**config.mk**
```make
export PLATFORM = sky130hd
export DESIGN_NAME = id_scan_ctrl
export DESIGN_NICKNAME = d
export VERILOG_FILES = /design/src/rtl/id_scan_pkg.sv /design/src/rtl/id_scan_ctrl_recognizer.sv /design/src/rtl/id_scan_ctrl.sv
export SDC_FILE = /design/constraint.sdc
export NUM_CORES = 1
export LEC_CHECK = 0
export ABC_AREA = 1
export BUFFER_PORTS_ARGS = -buffer_cell sky130_fd_sc_hd__buf_2
export CORE_MARGIN = 4
export CORE_UTILIZATION = 36
export CTS_BUF_LIST = sky130_fd_sc_hd__clkbuf_16
export DETAILED_ROUTE_END_ITERATION = 7
export HOLD_SLACK_MARGIN = 0.02
export MAX_ROUTING_LAYER = met4
export PLACE_DENSITY = 0.58
export SYNTH_ARGS = -nofsm -noshare
export SYNTH_HDL_FRONTEND = slang
export SYNTH_SLANG_ARGS = --single-unit
```
**constraint.sdc**
```tcl
create_clock -name clk -period 5.62 [get_ports clk]
set_input_delay 0.281 -clock clk [delete_from_list [all_inputs] [get_ports clk]]
set_output_delay 0.281 -clock clk [all_outputs]
set_load 0.02 [all_outputs]
```
**src/rtl/id_scan_pkg.sv**
```systemverilog
// Shared types and character-class helpers for the identifier scan
// sequencer and its recognizer FSM.
package id_scan_pkg;

    typedef enum logic [1:0] {
        IDLE,
        RUN,
        DONE
    } ctrl_t;

    typedef enum logic [1:0] {
        S0,
        S1,
        S2
    } rec_t;

    localparam logic [7:0] LC_LO = 8'h61;
    localparam logic [7:0] LC_HI = 8'h7a;
    localparam logic [7:0] UC_LO = 8'h41;
    localparam logic [7:0] UC_HI = 8'h5a;
    localparam logic [7:0] DG_LO = 8'h30;
    localparam logic [7:0] DG_HI = 8'h39;

    function automatic logic is_letter(input logic [7:0] c);
        return (c >= LC_LO && c <= LC_HI) ||
               (c >= UC_LO && c <= UC_HI);
    endfunction

    function automatic logic is_digit(input logic [7:0] c);
        return c >= DG_LO && c <= DG_HI;
    endfunction

endpackage

```
**src/rtl/id_scan_ctrl_recognizer.sv**
```systemverilog
// Three-state Moore identifier recognizer; exposes the next-state
// MATCH indication so the sequencer can count hits on the same edge.
module id_recognizer
    import id_scan_pkg::*;
(
    input  logic       clk,
    input  logic       reset,
    input  logic       clr,
    input  logic       en,
    input  logic [7:0] char,
    output logic       out,
    output logic       nxt_match
);

    rec_t state;
    rec_t nxt;

    always_comb begin
        nxt = S0;
        if (is_letter(char)) begin
            nxt = S1;
        end else if (is_digit(char)) begin
            nxt = (state == S0) ? S0 : S2;
        end
    end

    always_ff @(posedge clk or posedge reset) begin
        if (reset) begin
            state <= S0;
        end else if (clr) begin
            state <= S0;
        end else if (en) begin
            state <= nxt;
        end
    end

    assign out       = (state == S2);
    assign nxt_match = en && (nxt == S2);

endmodule

```
**src/rtl/id_scan_ctrl.sv**
```systemverilog
// Buffers a host-written string, then streams it one character per
// cycle through the recognizer while counting matches.
module id_scan_ctrl
    import id_scan_pkg::*;
#(
    parameter int DEPTH = 16,
    parameter int AW    = 4
) (
    input  logic          clk,
    input  logic          reset,
    input  logic          wr_valid,
    input  logic [7:0]    wr_data,
    output logic          wr_ready,
    input  logic          start,
    output logic          busy,
    output logic          done,
    output logic          out,
    output logic [AW:0]   hit_cnt,
    output logic [AW:0]   id_cnt
);

    localparam logic [AW:0] FULL = (AW + 1)'(DEPTH);
    localparam logic [AW:0] ONE  = (AW + 1)'(1);

    ctrl_t       state;
    ctrl_t       nxt_state;
    logic [AW:0] len;
    logic [AW:0] rd_ptr;
    logic [7:0]  mem [DEPTH];
    logic        wr_en;
    logic        run_last;
    logic        clr;
    logic        en;
    logic        nxt_match;

    assign wr_ready = (state == IDLE) && (len < FULL) && !start;
    assign wr_en    = wr_valid && wr_ready;
    assign en       = (state == RUN);
    assign clr      = (state == IDLE) && start && (len != '0);
    assign run_last = (rd_ptr == len - ONE);
    assign busy     = (state == RUN);
    assign done     = (state == DONE);

    always_comb begin
        nxt_state = state;
        unique case (state)
            IDLE: begin
                if (start) begin
                    nxt_state = (len != '0) ? RUN : DONE;
                end
            end
            RUN: begin
                if (run_last) begin
                    nxt_state = DONE;
                end
            end
            DONE:    nxt_state = IDLE;
            default: nxt_state = IDLE;
        endcase
    end

    always_ff @(posedge clk or posedge reset) begin
        if (reset) begin
            state   <= IDLE;
            len     <= '0;
            rd_ptr  <= '0;
            hit_cnt <= '0;
            id_cnt  <= '0;
        end else begin
            state <= nxt_state;
            unique case (state)
                IDLE: begin
                    if (start) begin
                        rd_ptr  <= '0;
                        hit_cnt <= '0;
                        id_cnt  <= '0;
                    end else if (wr_en) begin
                        len <= len + ONE;
                    end
                end
                RUN: begin
                    rd_ptr <= rd_ptr + ONE;
                    if (nxt_match) begin
                        hit_cnt <= hit_cnt + ONE;
                    end
                    // a new identifier starts only on entry into MATCH
                    if (nxt_match && !out) begin
                        id_cnt <= id_cnt + ONE;
                    end
                end
                DONE:    len <= '0;
                default: len <= '0;
            endcase
        end
    end

    always_ff @(posedge clk) begin
        if (wr_en) begin
            mem[len[AW-1:0]] <= wr_data;
        end
    end

    id_recognizer u_rec (
        .clk       (clk),
        .reset     (reset),
        .clr       (clr),
        .en        (en),
        .char      (mem[rd_ptr[AW-1:0]]),
        .out       (out),
        .nxt_match (nxt_match)
    );

endmodule

```
==> results.txt <==
ranking of synthesized cells by area - edfxtp_1, nand2_1, dfrtp_1
clk slew on worst S/H paths - 60 ps
worst hold path type - primary input to asynchronous set/reset pin
port bufs - 25
Top FF cell, synth - edfxtp_1
largest area contributor in the netlist - edfxtp_1
H-tree lvl count - 4
Setup Viol. Count Final - 0
layout cell share with drive strength beyond 1 - 0.104
vias per inst - 4.80
worst vdd ir - 0.000232 V
status - finished, final reports clean
minimum clock period after layout - 2790 ps
DRT Pass-1 Iters - 4
largest net degree at the start of global routing - 75
Setup TNS Final - 0 ps
core area - 18800 um^2
period utilization - 0.496
Post-synth EDFFs - 128
Syn Area/Cell - 10.2 um^2
total die area - 21500 um^2
Critical Path Sink Type - register
Slew Limit Fails - 0
multi-input logic area - 1990 um^2
Placed Instances - 942
Ys Warns - 0
critical register-to-register path endpoint - hit_cnt[2]
post-layout util - 0.417
Setup Crit Path Kind - register to register
Net Count, Synth - 701
share of the synthesized area in the top cell type - 0.555
Synth Instances - 682
Register Area - 4450 um^2
clock tree buffer depth - 2
grt ovf - 0
detailed-route via count - 4670
area fraction in compound gates after synthesis - 0.0410
Highest Clock Rate - 0.359 GHz
Crit Path Max Fanout - 21
initial core utilization - 0.368
Nets - 720
largest family of logic cells by synthesized area - simple AND/OR/NAND/NOR gates
number of global-route vias before repair - 4554
post-synthesis mux area share - 0
final WL - 16200 um
Post-Synth XOR/XNOR Area - 0.0114
Slowest-stage cell, CP - dfrtp_1
Synth Area in Simple Gates - 0.222
TritonCTS Sinks - 152
R2R cell count - 10
critical path required time - 5970 ps
Seq/Total Area, Yosys - 0.641
fillers - 1822
post-synthesis sequential element count - 152
R2R Setup Slk - 2830 ps
Setup Buffers After CTS - 0
initial antenna violation count - 0
unrepaired setup endpoints after global routing - no
drt wl/cell - 16.7 um
final setup skew - 8.96 ps
area share of fa/ha/maj cells after synthesis - 0.0126
Cell Area, Synth - 6930 um^2
gp weighted congestion - 0.834
Final Hold Fails - 0
FF-to-FF Start - rd_ptr[2]
Iter 0 DRT Violations - 438
Final ANT Viol Nets - 0
synth-to-layout area growth - 13.3%
Chip Width - 147 um
num ports - 26
CTS root buf - clkbuf_16
Antenna Cells - 0
slowest cell delay on critical path - 880 ps
Synth cell types - 35
CTS Buf Count - 17
DRC viols - 0
CP Data Arrival Time - 3140 ps
Async S/R FF share, synth - 0.158
Startpoint Class - register
Max-Cap Viols - 0
HPWL Detailed - 9910 um
worst-path cell chain - clkinv_1, nand3_1, nand3_1, nand2_2, inv_2, nor2_4, nand4_4, nand2_4, nand2_1, nand2_1
Die H - 147 um
CTS resizes - 0
Std-Cell Rows - 50
global-route wire length before repair - 26000 um
pwr dens - 478 nW/um^2
Worst Tran Pin Value - 962 ps
clock latency on the worst-skew pair - 420 ps
Max-Slew Margin vs Limit - 0.358
hold buffers post-CTS - 0
CTS tree - built
all-layer global routing usage - 0.162
post-route insts no fill - 972
leak pwr - 3.25 nW
-- metrics by stage --
| step | instance area (um^2) | hold slack, ps | worst slack, ps | total power, mW |
|---|---|---|---|---|
| 6_report | 7850 | 78.2 | 2830 | 3.75 |
| 5_1_grt | 7850 | 166 | 2590 | 3.98 |
| 2_1_floorplan | 6930 | 296 | 3770 | 2.29 |
| 3_3_place_gp | 7220 | 513 | 2930 | 2.55 |
| 3_5_place_dp | 7220 | 516 | 2870 | 2.55 |
| 4_1_cts | 7850 | 106 | 2800 | 3.79 |
-- flip-flops by register name, indices dropped and copies added, names as in the netlist --
register and count:
rd_ptr 5, hit_cnt 5, mem 128, len 5
u_rec.state 2, state 2, id_cnt 5
-- cell usage after synthesis, types with 3 or more instances --
| master | count |
|---|---|
| nand2_2 | 4 |
| nor2_1 | 62 |
| ha_1 | 7 |
| nand4_1 | 3 |
| o21ai_1 | 3 |
| o21ai_0 | 21 |
| nand2_1 | 184 |
| inv_1 | 77 |
| buf_6 | 6 |
| a21oi_1 | 6 |
| xnor2_1 | 4 |
| clkbuf_1 | 4 |
| xor2_1 | 5 |
| inv_2 | 4 |
| buf_4 | 4 |
| nand3_1 | 85 |
| nor3_1 | 3 |
| o211ai_1 | 11 |
| dfrtp_1 | 24 |
| edfxtp_1 | 128 |
| clkinv_1 | 3 |
| or2_2 | 3 |
| buf_2 | 14 |
-- cell usage in the layout, fill, tap and decap left out, drive strengths merged, types with 2 or more instances in the layout --
cell      n
clkinv    7
or2       3
edfxtp  128
o21ai    24
buf      28
nand2   189
clkbuf   17
and3      2
inv      84
nor2     65
nand4     5
bufinv    5
o211ai   11
a21oi     6
dfrtp    24
xor2      5
nand3    85
ha        7
xnor2     4
nand3b    2
nor3      3
o22ai     2
-- area by class of cell --
type,count,share of cell area
Sequential cell,152,0.566
Multi-Input combinational cell,418,0.253
Clock buffer,17,0.0542
Tap cell,260,0.0414
Inverter,84,0.0402
Clock inverter,13,0.0260
Timing Repair Buffer,28,0.0188
-- worst max-delay path by stage --
stage / slack [ps] / startpoint / cells past startpoint / endpoint
2_1_floorplan: 3770 / state[1] / 7 / mem[4][0]
3_3_place_gp: 2930 / rd_ptr[2] / 10 / hit_cnt[0]
3_5_place_dp: 2870 / rd_ptr[2] / 10 / hit_cnt[2]
4_1_cts: 2800 / rd_ptr[2] / 10 / hit_cnt[2]
5_1_grt: 2590 / rd_ptr[2] / 10 / hit_cnt[4]
6_report: 2830 / rd_ptr[2] / 10 / hit_cnt[2]
-- report_power, final --
group / switching [mW] / total [mW] / internal [mW]
clock: 0.450 / 1.23 / 0.783
combinational: 0.809 / 1.15 / 0.341
sequential: 0.0816 / 1.37 / 1.29
-- per-layer routing --
metal	vias up	track usage	wire length, um
met1	2237	0.221	7510
li1	2298	-	-
met2	110	0.243	7550
met4	0	0.0480	304
met3	25	0.0392	860
met5	-	-	0
-- kinds of logic after synthesis --
logic type	count (synthesis)
AO/OA/AOI/OAI	48
XOR/XNOR	9
adder cells (fa/ha/maj)	7
buffers and inverters	112
flip-flops	152
AND/OR/NAND/NOR	354
-- worst max-delay path: cells and delay by family (launching register included) --
| kind | cells | cell delay (ps) |
|---|---|---|
| DFF | 1 | 880 |
| and+or+nand+nor | 8 | 1060 |
| buffers and inverters | 2 | 760 |
Note: power is estimated with default switching activity, not from simulation.
